--- config.mk ---
export PLATFORM = sky130hd
export DESIGN_NAME = mux_mult_seq
export DESIGN_NICKNAME = d
export VERILOG_FILES = /design/src/rtl/mux_mult_pkg.sv /design/src/rtl/mux_mult_row.sv /design/src/rtl/mux_mult_seq.sv
export SDC_FILE = /design/constraint.sdc
export NUM_CORES = 1
export LEC_CHECK = 0
export CORE_UTILIZATION = 51
export DETAILED_ROUTE_END_ITERATION = 7
export HOLD_SLACK_MARGIN = 0.08
export PLACE_DENSITY = 0.84
export SYNTH_ARGS = -nofsm -noshare
export SYNTH_HDL_FRONTEND = slang
export SYNTH_SLANG_ARGS = --single-unit
--- constraint.sdc ---
create_clock -name clk -period 5.38 [get_ports clk]
set_input_delay 1.345 -clock clk [delete_from_list [all_inputs] [get_ports clk]]
set_output_delay 1.345 -clock clk [all_outputs]
set_load 0.02 [all_outputs]
--- src/rtl/mux_mult_pkg.sv ---
// Shared types and sizing helpers for the iterative shift-add multiplier.
package mux_mult_pkg;

  typedef enum logic [1:0] {
    IDLE = 2'd0,
    RUN  = 2'd1,
    DONE = 2'd2
  } state_t;

  // Iteration counter width, $clog2(WIDTH); kept at least one bit wide.
  function automatic int cnt_width(input int width);
    return (width < 2) ? 1 : $clog2(width);
  endfunction

endpackage

--- src/rtl/mux_mult_row.sv ---
// One row of multiplier cells: a ripple of full adders forming acc_hi +/- mcand.
// With MUX_MULT_SEQ_SIGNED_EN the top sum bit is the true sign of a WIDTH+1-bit result.
module mux_mult_row #(
  parameter int WIDTH = 8
) (
  input  logic [WIDTH-1:0] acc_hi,
  input  logic [WIDTH-1:0] mcand,
  input  logic             sel,
  input  logic             sub,
  output logic [WIDTH:0]   sum
);

  logic [WIDTH-1:0] addend;
  logic             carry;

  always_comb begin
    addend = '0;
    if (sel) begin
      addend = sub ? ~mcand : mcand;
    end
    // Subtraction is ~mcand with a carry-in of one.
    carry = sel & sub;
    sum   = '0;
    for (int i = 0; i < WIDTH; i++) begin
      sum[i] = acc_hi[i] ^ addend[i] ^ carry;
      carry  = (acc_hi[i] & addend[i]) | (carry & (acc_hi[i] ^ addend[i]));
    end
`ifdef MUX_MULT_SEQ_SIGNED_EN
    sum[WIDTH] = acc_hi[WIDTH-1] ^ addend[WIDTH-1] ^ carry;
`else
    sum[WIDTH] = carry;
`endif
  end

endmodule

--- src/rtl/mux_mult_seq.sv ---
// Iterative shift-add multiplier: one row of cells reused for WIDTH cycles.
// Define MUX_MULT_SEQ_SIGNED_EN for two's complement operands and product.
module mux_mult_seq
  import mux_mult_pkg::*;
#(
  parameter int WIDTH = 8
) (
  input  logic               clk,
  input  logic               reset,
  input  logic               in_valid,
  output logic               in_ready,
  input  logic [WIDTH-1:0]   a,
  input  logic [WIDTH-1:0]   b,
  output logic               out_valid,
  input  logic               out_ready,
  output logic [2*WIDTH-1:0] product,
  output logic               busy
);

  localparam int CNT_W = cnt_width(WIDTH);

  state_t           state_q,  state_d;
  logic [CNT_W-1:0] cnt_q,    cnt_d;
  logic [WIDTH-1:0] acc_hi_q, acc_hi_d;
  logic [WIDTH-1:0] mreg_q,   mreg_d;
  logic [WIDTH-1:0] mcand_q,  mcand_d;
  logic [WIDTH:0]   row_sum;
  logic             last_iter;
  logic             row_sub;

  assign last_iter = (cnt_q == CNT_W'(WIDTH - 1));

`ifdef MUX_MULT_SEQ_SIGNED_EN
  // The multiplier's MSB carries negative weight, so its partial product is subtracted.
  assign row_sub = last_iter & mreg_q[0];
`else
  assign row_sub = 1'b0;
`endif

  mux_mult_row #(
    .WIDTH (WIDTH)
  ) u_row (
    .acc_hi (acc_hi_q),
    .mcand  (mcand_q),
    .sel    (mreg_q[0]),
    .sub    (row_sub),
    .sum    (row_sum)
  );

  always_comb begin
    state_d  = state_q;
    cnt_d    = cnt_q;
    acc_hi_d = acc_hi_q;
    mreg_d   = mreg_q;
    mcand_d  = mcand_q;
    case (state_q)
      IDLE: begin
        if (in_valid) begin
          state_d  = RUN;
          mcand_d  = b;
          mreg_d   = a;
          acc_hi_d = '0;
          cnt_d    = '0;
        end
      end
      RUN: begin
        // Right shift of {sum, mreg}: sum LSB drops into the multiplier's vacated MSB.
        acc_hi_d = row_sum[WIDTH:1];
        mreg_d   = {row_sum[0], mreg_q[WIDTH-1:1]};
        cnt_d    = cnt_q + CNT_W'(1);
        if (last_iter) begin
          state_d = DONE;
        end
      end
      DONE: begin
        if (out_ready) begin
          state_d = IDLE;
        end
      end
      default: state_d = IDLE;
    endcase
  end

  always_ff @(posedge clk) begin
    if (reset) begin
      state_q  <= IDLE;
      cnt_q    <= '0;
      acc_hi_q <= '0;
      mreg_q   <= '0;
      mcand_q  <= '0;
    end else begin
      state_q  <= state_d;
      cnt_q    <= cnt_d;
      acc_hi_q <= acc_hi_d;
      mreg_q   <= mreg_d;
      mcand_q  <= mcand_d;
    end
  end

  assign in_ready  = (state_q == IDLE);
  assign out_valid = (state_q == DONE);
  assign busy      = (state_q != IDLE);
  assign product   = {acc_hi_q, mreg_q};

endmodule

# After elaboration in Yosys (flattened, before gate mapping)
# Cells that the tools add are included.
[word_totals]
reg_bits = 29
out_inout_bits = 19
input_bits = 20
[op_classes]
n_reduce_logical = 6
bitwise_logic = 37
mux = 11
eq_ne = 6
n_addsub = 1
[ops]
columns = ["operator", "n"]
rows = [
  ["one-hot mux 8 bit (2 select lines)", 2],
  ["two-way mux 8 bit", 3],
  ["AND 1 bit", 15],
  ["bitwise XOR 1 bit", 15],
  ["OR 1 bit", 7],
  ["two-way mux 2 bit", 3],
  ["one-hot mux 2 bit (3 select lines)", 1],
  ["one-hot mux 3 bit (2 select lines)", 1],
  ["inequality test 2 bit (second input constant)", 2],
  ["AND reduction 2 bit", 2],
  ["nonzero test 2 bit", 2],
  ["adder 3 x 1 -> 3 bit (second input constant)", 1],
  ["equality test 3 bit (second input constant)", 1],
  ["two-way mux 3 bit", 1],
  ["AND reduction 3 bit", 1],
  ["equality test 2 x 1 -> 1 bit (second input constant)", 1],
  ["equality test 2 bit (second input constant)", 1],
  ["zero test 2 bit", 1],
  ["inequality test 2 x 1 -> 1 bit (second input constant)", 1],
]

# Logic depth before layout (Yosys ltp)
[depth]
word_depth = 17
ltp_mapped = 15
ltp_nobuf = 15

# Modules after synthesis
# A second synthesis with hierarchy kept.
[hier_totals]
cells_unflattened = 148
hier_area_um2 = 1529.0
[by_module_without_submodules]
columns = ["module", "area_each_um2", "instances", "seq_area_each_um2", "cells_each"]
rows = [
  ["mux_mult_seq", 1204.9, 1, 580.6, 114],
  ["mux_mult_row", 324.1, 1, 0.0, 34],
]

# Worst setup path after synthesis
# No wires, ideal clock.
[synth_path]
path_type = "reg-to-reg"
start = "reg mreg_q[0]"
end = "reg acc_hi_q[6]"
path_stages_with_launch = 16
synth_period_minus_slack_ns = 3.257
setup_slack_ns = 2.123
path_buffers = 0
setup_ns = 0.070
arrival_ns = 3.187
cell_sequence = "dfxtp_1 > and2_1 > ha_1 > inv_1 > fa_1 > inv_1 > fa_1 > inv_1 > fa_1 > inv_1 > fa_1 > fa_1 > fa_1 > inv_1 > fa_1 > o2bb2ai_1"
[synth_between]
elab_chain_cells = 16
[synth_rtl]
columns = ["item", "line_no", "text"]
rows = [
  ["start: declaration", "mux_mult_seq.sv:25", "logic [WIDTH-1:0] mreg_q, mreg_d;"],
  ["start signal: assignment", "mux_mult_seq.sv:95", "mreg_q <= mreg_d;"],
  ["two-way mux 8 bit *", "mux_mult_row.sv:18", "if (sel) begin"],
  ["AND 1 bit or bitwise XOR 1 bit (tied branches)", "mux_mult_row.sv:26", "carry = (acc_hi[i] & addend[i]) | (carry & (acc_hi[i] ^ addend[i]));"],
  ["AND 1 bit", "mux_mult_row.sv:26", ""],
  ["OR 1 bit", "mux_mult_row.sv:26", ""],
  ["AND 1 bit", "mux_mult_row.sv:26", ""],
  ["OR 1 bit", "mux_mult_row.sv:26", ""],
  ["AND 1 bit", "mux_mult_row.sv:26", ""],
  ["OR 1 bit", "mux_mult_row.sv:26", ""],
  ["AND 1 bit", "mux_mult_row.sv:26", ""],
  ["OR 1 bit", "mux_mult_row.sv:26", ""],
  ["AND 1 bit", "mux_mult_row.sv:26", ""],
  ["OR 1 bit", "mux_mult_row.sv:26", ""],
  ["AND 1 bit", "mux_mult_row.sv:26", ""],
  ["OR 1 bit", "mux_mult_row.sv:26", ""],
  ["bitwise XOR 1 bit *", "mux_mult_row.sv:25", "sum[i] = acc_hi[i] ^ addend[i] ^ carry;"],
  ["one-hot mux 8 bit (2 select lines) *", "mux_mult_seq.sv:56", "case (state_q)"],
  ["end signal: assignment", "mux_mult_seq.sv:94", "acc_hi_q <= acc_hi_d;"],
  ["end: declaration", "mux_mult_seq.sv:24", "logic [WIDTH-1:0] acc_hi_q, acc_hi_d;"],
]
# Every way passes the cells marked *; elsewhere a longest branch is shown, timed or not.
# A chain may end at the register's enable or synchronous reset.

# Final worst setup path
# Same ends and word-level chain as after synthesis.

==> impl_metrics.env <==
export IMPL_viasPerCell=5.15
export IMPL_syn_inst=140
export IMPL_synth_fa_ha_area_frac=0.123
export IMPL_critical_path_class="reg -> reg"
export IMPL_finalSetupTns_ns=0
export IMPL_synth_distinct_cells=29
export IMPL_drcViolationCount=0
export IMPL_num_vias=1061
export IMPL_drt_iter0_drc=18
export IMPL_p_per_area_nw_per_um2=251
export IMPL_p_leak_nw=0.719
export IMPL_synth_compound_area_frac=0.168
export IMPL_start_util=0.562
export IMPL_area_delta_synth_final_pct=27.8
export IMPL_synth_xor_area_share=0
export IMPL_tritoncts="yes"
export IMPL_synth_mux_area_frac=0.0703
export IMPL_ant_nets=0
export IMPL_grtUsageTotal=0.230
export IMPL_fillerInstances=207
export IMPL_period_share=0.659
export IMPL_critPathRequiredTime_ns=5.64
export IMPL_antenna_found_initial=0
export IMPL_cts_resized=0
export IMPL_wire_per_inst_um=13.9
export IMPL_worst_slew_pin_slew_ns=0.915
export IMPL_clockBufferDepth=2
export IMPL_cts_root_buf="clkbuf_4"
export IMPL_synth_seq_cells=29
export IMPL_cts_htree_levels=2
export IMPL_outcome="finished, final reports clean"
export IMPL_hold_path_class="reg -> reg"
export IMPL_grt_pass1_vias=1115
export IMPL_synth_area_leaders="dfxtp_1, fa_1, a211oi_2, mux2i_1, nand2_1"
export IMPL_switching_share=0.265
export IMPL_grt_pass1_wl_um=4710
export IMPL_ir_drop_mv=0.226
export IMPL_fp_dieH_um=55.2
export IMPL_async_flop_share=0
export IMPL_cts_buffers=5
export IMPL_fmax_ghz=0.282
export IMPL_synth_warning_count=0
export IMPL_clk_latency_ns=0.33
export IMPL_clkSinkCount=29
export IMPL_p_switching_mw=0.122
export IMPL_layout_nets=205
export IMPL_syn_area_per_cell_sq_um=10.3
export IMPL_seq_area_frac_synth=0.402
export IMPL_netlist_top_cells_count="dfxtp_1, nand2_1, inv_1"
export IMPL_die_width_um=55.2
export IMPL_drv_slew=0
export IMPL_synth_top_area_share=0.402
export IMPL_io_buffers=38
export IMPL_placed_area_sq_um=1770
export IMPL_seq_area_sq_um=581
export IMPL_synth_top_flop_cell="dfxtp_1"
export IMPL_p_comb_frac=0.161
export IMPL_core_area_sq_um=2570
export IMPL_num_antenna_cells=0
export IMPL_hold_viol=0
export IMPL_internal_power_mw=0.340
export IMPL_synth_nets=170
export IMPL_post_cts_buffers=0
export IMPL_synth_top_family_by_area="compound AO/OA/AOI/OAI gates"
export IMPL_max_cap_violations=0
export IMPL_worstPathArrival_ns=3.80
export IMPL_power_frac_clock=0.327
export IMPL_gp_congestion=0.770
export IMPL_synth_simple_area_share=0.149
export IMPL_drive_gt1_frac=0.125
export IMPL_dr_pass1_iters=4
export IMPL_dpl_hpwl_um=2260
export IMPL_clock_skew_ns=0.00797
export IMPL_pin_count=39
export IMPL_path_clk_slew_ns=0.09
export IMPL_crit_fanout=10
export IMPL_maxSlewHeadroom=0.388
export IMPL_postCtsHoldBufs=0
export IMPL_worstSetupEndpointType="register"
export IMPL_multi_input_area_sq_um=737
export IMPL_final_area_sq_um=1840
export IMPL_routed_wl_um=2870
export IMPL_final_period_minus_worst_setup_slack_ns=3.54
export IMPL_cp_start_kind="register"
export IMPL_row_count=18
export IMPL_rsz0062_at_grt="no"
export IMPL_fin_hold_ws_ns=0.461
export IMPL_grt_overflow_total=0
export IMPL_grt_max_degree=21
export IMPL_finalSetupViolations=0
export IMPL_synth_edff_count=0
export IMPL_synth_area_sq_um=1440
export IMPL_power_frac_seq=0.511
export IMPL_synth_largest_area_cell="dfxtp_1"
export IMPL_dieArea_sq_um=3050
export IMPL_synth_most_common_cell="dfxtp_1"
path summary, 6_finish.rpt:
path	to	slack, ns	startpoint	cells past startpoint
worst max register to register	acc_hi_q[6]	1.84	mreg_q[0]	15
worst min register to register	mcand_q[6]	0.46	mcand_q[6]	2
worst min-delay path	mcand_q[6]	0.46	mcand_q[6]	2
worst max-delay path	acc_hi_q[6]	1.84	mreg_q[0]	15
stage by stage:
step,total power [mW],worst slack [ns],instances,utilization
floorplan,0.288,2.12,140,-
global placement,0.313,2.05,198,0.691
detailed placement,0.317,1.87,198,0.691
CTS,0.465,1.83,206,0.718
global route,0.484,1.66,206,0.718
finish,0.463,1.84,206,0.718
power by group through the flow:
stage | Sequential, mW | Clock (mW) | Combinational, mW
2_1_floorplan | 0.243 | 0 | 0.0448
3_3_place_gp | 0.241 | 0 | 0.0729
3_5_place_dp | 0.241 | 0 | 0.0751
4_1_cts | 0.237 | 0.153 | 0.0757
5_1_grt | 0.238 | 0.164 | 0.0810
6_report | 0.236 | 0.152 | 0.0747
layout make-up:
cell class / instances / area share
inverters: 10 / 0.0204
flip-flops and latches: 29 / 0.315
multi-input cells: 91 / 0.400
repair buffers: 38 / 0.206
clock inverters: 1 / 0.00272
clock buffers: 7 / 0.0353
well taps: 30 / 0.0204
per-layer routing:
metal / global-route usage / part of all wire / routed length, um
met5: 0 / 0 / 0
met2: 0.412 / 0.54 / 1560
met4: 0.0750 / 0.016 / 46
met3: 0.0902 / 0.042 / 119
met1: 0.246 / 0.40 / 1150
critical path, cell delays in order (launching register included):
cell       delay (ns)
dfxtp_1          0.39
and2_1           0.19
ha_1             0.17
inv_1            0.06
fa_1             0.16
inv_1            0.05
fa_1             0.36
inv_1            0.08
fa_1             0.17
inv_1            0.05
fa_1             0.37
fa_1             0.39
fa_1             0.37
inv_1            0.07
fa_1             0.42
o2bb2ai_1        0.16
kinds of logic (layout without fill, tap and decap cells):
kind of cell    count (synthesis)  after routing
buf+inv                        20             56
simple gates                   43             43
flops                          29             29
compound gates                 28             28
fa+ha+maj                      10             10
mux                            10             10
sequential cells by signal, summed over array words and instances (netlist names):
name      cells
state_q       2
mcand_q       8
mreg_q        8
cnt_q         3
acc_hi_q      8
cells in the final DEF (no fill, tap or decap), types with 2 or more instances in the layout:
master | Yosys | layout
clkbuf_8 | 1 | 2
dfxtp_1 | 29 | 29
mux2i_1 | 9 | 9
a211oi_2 | 8 | 8
o2bb2ai_1 | 4 | 4
clkbuf_4 | 0 | 5
inv_1 | 10 | 10
a21oi_1 | 9 | 9
clkdlybuf4s50_1 | 0 | 38
fa_1 | 7 | 7
ha_1 | 3 | 3
and2_1 | 6 | 6
nor2_1 | 7 | 7
nand2_1 | 20 | 20
nor2_2 | 2 | 2
a22o_1 | 6 | 6
Note: power is estimated with default switching activity, not from simulation.
==> edit 1 (same settings) <==
Make the reset (`reset`) asynchronous in one clocked block.
--- a/src/rtl/mux_mult_seq.sv
+++ b/src/rtl/mux_mult_seq.sv
@@ -81,7 +81,7 @@
     endcase
   end
 
-  always_ff @(posedge clk) begin
+  always_ff @(posedge clk or posedge reset) begin
     if (reset) begin
       state_q  <= IDLE;
       cnt_q    <= '0;
Check against the original RTL: differs if reset is asserted again (counterexample within 4 cycles, from zero or initial values and one cycle with reset high); with reset held inactive, the same outputs for 4 cycles.
==> edit 1 against the original RTL <==
Sequential cell count unchanged. Area after synthesis rose by 2.0%. Worst setup slack lost 66 ps. Clock skew rose by 1.8 ps. Cell area grew 2.9%. First-iteration DRC count grew to 2.5 times the old value. Count of clock-buffer cells in the layout shrank 1. Routed wire length rose by 5.4%.
Power is not compared: it rests on default switching activity, and its combinational part moved more than twofold at a synthesized area within 25%.
==> edit 1: results (changes against the original RTL) <==
| Metric | Value |
|---|---|
| Layout cells sized above 1 | `11.5% (was 12.5%)` |
| Crit Path Max Fanout | `11 (was 10)` |
| F_max | `277 MHz (was 282 MHz)` |
| Sequential fraction of the synthesis area | `49.3% (was 40.2%)` |
| Pin count of the biggest net entering global routing | `30 (was 21)` |
| Synth warnings | `0 (unchanged)` |
| Vias in the first global route | `1127 (was 1115)` |
| Synth top area cells | `dfrtp_1, fa_1, mux2_4, o22ai_1, a22o_1 (was dfxtp_1, fa_1, a211oi_2, mux2i_1, nand2_1)` |
| Async SR Flop Fraction | `100% (was 0%)` |
| Gr usage total | `22.6% (was 23.0%)` |
| Mux cell area share after synthesis | `8.16% (was 7.03%)` |
| Fill count | `217 (was 207)` |
| Dpl hpwl | `2160 um (was 2260 um)` |
| Hold path depth | `1 (was 2)` |
| WL per Instance | `15.4 um (was 13.9 um)` |
| Synth Area in XOR/XNOR | `0% (unchanged)` |
| Setup crit end kind | `flip-flop (unchanged)` |
| Critical Path Start | `mreg_q[0]$_DFFE_PP0P_ (was mreg_q[0]$_SDFFE_PP0P_)` |
| Adder-Cell Fraction of Synth Area | `12.1% (was 12.3%)` |
| Dpl ws | `1780 ps (was 1870 ps)` |
| Worst EP arrival | `3860 ps (was 3800 ps)` |
| Nets@finish | `194 (was 205)` |
| Synth Net Count | `158 (was 170)` |
| Worst flop-to-flop path endpoint | `acc_hi_q[6]$_DFFE_PP0P_ (was acc_hi_q[6]$_SDFFE_PP0P_)` |
| Vias per cell | `5.70 (was 5.15)` |
| Status | `finished, final reports clean (unchanged)` |
| Worst Clk Skew | `9.74 ps (was 7.97 ps)` |
| Worst-path clk slew | `90 ps (about the same)` |
| Relative slew margins | `29.3% (was 38.8%)` |
| Iteration-0 DRC Markers | `45 (was 18)` |
| First-pass GRT wire length | `5260 um (was 4710 um)` |
| Synth cell types | `24 (was 29)` |
| Final GP Congestion | `0.775 (was 0.770)` |
| Cell area after placement | `1840 sq um (was 1770 sq um)` |
| Hold path start | `mcand_q[5]$_DFFE_PP0P_ (was mcand_q[6]$_SDFFE_PP0P_)` |
| CTS Buf Count | `5 (unchanged)` |
| Most frequent cells after synthesis | `dfrtp_1, o22ai_1, inv_1, a21oi_1, nand2_1 (was dfxtp_1, nand2_1, inv_1, a21oi_1, mux2i_1)` |
| Final ANT Viol Nets | `0 (unchanged)` |
| Register area | `726 sq um (was 581 sq um)` |
| Compound-gate portion of the synthesized area | `16.2% (was 16.8%)` |
| Worst Hold Path EP | `mcand_q[5]$_DFFE_PP0P_ (was mcand_q[6]$_SDFFE_PP0P_)` |
-- edit 1: cell types whose count changed after synthesis, sizes merged, moves of 7 or more --
cell	delta
o22ai	+16
mux2i	-9
dfrtp	+29
a211oi	-8
dfxtp	-29
nor2	-8
nand2	-10
mux2	+7
-- edit 1: per-stage QoR --
stage	instances	hold WS, ps
global placement	188	486
detailed placement	188	488
finish	196	511
floorplan	128	467
global route	196	527
CTS	196	514
-- edit 1: kinds of logic (layout without fill, tap and decap cells) --
family / Yosys count / after routing
AOI/OAI and AO/OA: 38 / 38
adders and majority gates: 10 / 10
buffers and inverters: 21 / 58
DFF: 29 / 29
muxes: 8 / 8
and+or+nand+nor: 22 / 22
-- edit 1: layer usage --
layer / part of all wire (%) / GRT usage, %
met3: 8.1 / 7.44
met4: 2.2 / 11.1
met1: 42 / 28.0
met2: 48 / 35.8
met5: 0 / 0
-- edit 1: layout make-up --
cell class	instances	area share (%)
clock buffers	6	2.18
clock inverters	2	0.528
inverters	12	2.38
multi-input cells	78	34.5
flip-flops and latches	29	38.3
well taps	31	2.05
repair buffers	38	20.1
-- edit 1: power groups by stage --
| stage | clock network, W | logic, W | registers, W |
|---|---|---|---|
| finish | 0.000125 | 0.000636 | 0.000424 |
| global route | 0.000139 | 0.000705 | 0.000439 |
| CTS | 0.000127 | 0.000642 | 0.000424 |
| detailed placement | 0 | 0.000640 | 0.000424 |
| global placement | 0 | 0.000615 | 0.000418 |
| floorplan | 0 | 0.000386 | 0.000460 |
-- edit 1: critical path, stage by stage, from the launching register on --
cell and delay (ps):
dfrtp_1 490, and2_1 220, ha_1 170, inv_1 70, fa_1 170, inv_1 50, fa_1 350, inv_1 70
fa_1 150, inv_1 50, fa_1 370, fa_1 390, fa_1 370, inv_1 70, fa_1 390, o21ai_0 150
==> edit 2 (config.mk and constraints unchanged) <==
Made on the original files. The option `MUX_MULT_SEQ_SIGNED_EN` is turned on by a define.
--- a/src/rtl/mux_mult_row.sv
+++ b/src/rtl/mux_mult_row.sv
@@ -1,5 +1,7 @@
 // One row of multiplier cells: a ripple of full adders forming acc_hi +/- mcand.
 // With MUX_MULT_SEQ_SIGNED_EN the top sum bit is the true sign of a WIDTH+1-bit result.
+`define MUX_MULT_SEQ_SIGNED_EN
+
 module mux_mult_row #(
   parameter int WIDTH = 8
 ) (
Formal check against the unedited RTL: not equivalent (Yosys sat finds a counterexample within 4 cycles, from zero or initial values and one cycle with reset high).
==> edit 2 against the original RTL <==
The flow now finishes with violations (DRC). Area after synthesis grew 5.7%. Critical path depth is the same. Power shrank 6.2%. First-iteration DRC count grew 22%. Sequential cell count is the same. Routed wire length shrank 9.8%. Worst setup slack lost 820 ps. Cell area grew 3.1%. Critical path type unchanged. Largest power group unchanged.
==> edit 2: results (changes against the original RTL) <==
| Metric | Value |
|---|---|
| Hold path depth | `2 (unchanged)` |
| Most frequent cells after synthesis | `dfxtp_1, nand2_1, inv_1, a21oi_1, mux2i_1 (unchanged)` |
| Cell area after layout | `1900 sq um (was 1840 sq um)` |
| First-pass GRT wire length | `4530 um (was 4710 um)` |
| Worst EP arrival | `4590 ps (was 3800 ps)` |
| Synth top area cells | `dfxtp_1, fa_1, a211oi_2, mux2i_1, nand2_1 (unchanged)` |
| Iteration-0 DRC Markers | `22 (was 18)` |
| Tightest Pin Transition | `923 ps (was 915 ps)` |
| Final hold slack | `472 ps (was 461 ps)` |
| Hold path start | `mcand_q[3]$_SDFFE_PP0P_ (was mcand_q[6]$_SDFFE_PP0P_)` |
| Final GP Congestion | `0.746 (was 0.770)` |
| Pre-Repair DR Iteration Count | `6 (was 4)` |
| Crit Path Max Fanout | `11 (was 10)` |
| Nets@finish | `214 (was 205)` |
| Layout cells sized above 1 | `10.3% (was 12.5%)` |
| Sequential fraction of the synthesis area | `38.1% (was 40.2%)` |
| Dpl ws | `1010 ps (was 1870 ps)` |
| Critical Path Start | `cnt_q[0]$_SDFFE_PP0P_ (was mreg_q[0]$_SDFFE_PP0P_)` |
| DRC viols | `8 (was 0)` |
| Placed insts | `208 (was 198)` |
| WL per Instance | `12.0 um (was 13.9 um)` |
| Fill count | `230 (was 207)` |
| Gr usage total | `18.5% (was 23.0%)` |
| Cells after synthesis | `150 (was 140)` |
| Failing checks | `DRC` |
| Dpl hpwl | `1970 um (was 2260 um)` |
| Final wirelength | `2590 um (was 2870 um)` |
| Status | `complete, but fails checks (was finished, final reports clean)` |
| Slowest CP cell | `ha_1 (was fa_1)` |
| Worst Hold Path EP | `mcand_q[3]$_SDFFE_PP0P_ (was mcand_q[6]$_SDFFE_PP0P_)` |
| Synth Net Count | `180 (was 170)` |
| Vias per cell | `5.25 (was 5.15)` |
| Synth cell types | `30 (was 29)` |
| Max incr delay on CP | `450 ps (was 420 ps)` |
| H-tree depth | `2 (unchanged)` |
## edit 2: kinds of logic (layout without fill, tap and decap cells)
kind of cell / Yosys count / in the layout / share of synthesized area (%)
compound gates: 28 / 28 / 15.9
xor+xnor: 8 / 8 / 4.59
fa+ha+maj: 10 / 10 / 12.1
buf+inv: 21 / 56 / 8.61
flops: 29 / 29 / 38.1
mux: 10 / 10 / 6.64
simple gates: 44 / 44 / 14.0
## edit 2: layout make-up
cell class	count	share of cell area, %
repair buffers	38	20.0
flip-flops and latches	29	30.6
inverters	10	1.98
multi-input cells	100	42.8
well taps	31	2.04
clock buffers	8	2.57
## edit 2: where the power goes
group	leakage, nW	switching, W	internal [W]
sequential	0.237	0.0000120	0.000225
combinational	0.466	0.0000354	0.0000408
clock	0.0265	0.0000681	0.0000519
## edit 2: metal layers
metal	global-route usage [%]	vias to the layer above	part of all wire, %
li1	-	565	-
met1	22.6	531	46
met2	29.4	33	48
met3	5.53	5	4.6
met4	9.64	0	1.5
met5	0	-	0
## edit 2: tightest hold or removal path, stage by stage (launching register included)
cell and delay [ps]:
dfxtp_1 320, nand2_1 50, a21oi_1 50
## edit 2: how the worst max path moves through the flow
stage | end | slack (ps) | cells past startpoint
floorplan | acc_hi_q[6]$_SDFFE_PP0P_ | 1390 | 15
global placement | acc_hi_q[6]$_SDFFE_PP0P_ | 1100 | 15
detailed placement | acc_hi_q[6]$_SDFFE_PP0P_ | 1010 | 15
CTS | acc_hi_q[6]$_SDFFE_PP0P_ | 1000 | 15
global route | acc_hi_q[6]$_SDFFE_PP0P_ | 710 | 15
finish | acc_hi_q[6]$_SDFFE_PP0P_ | 1020 | 15
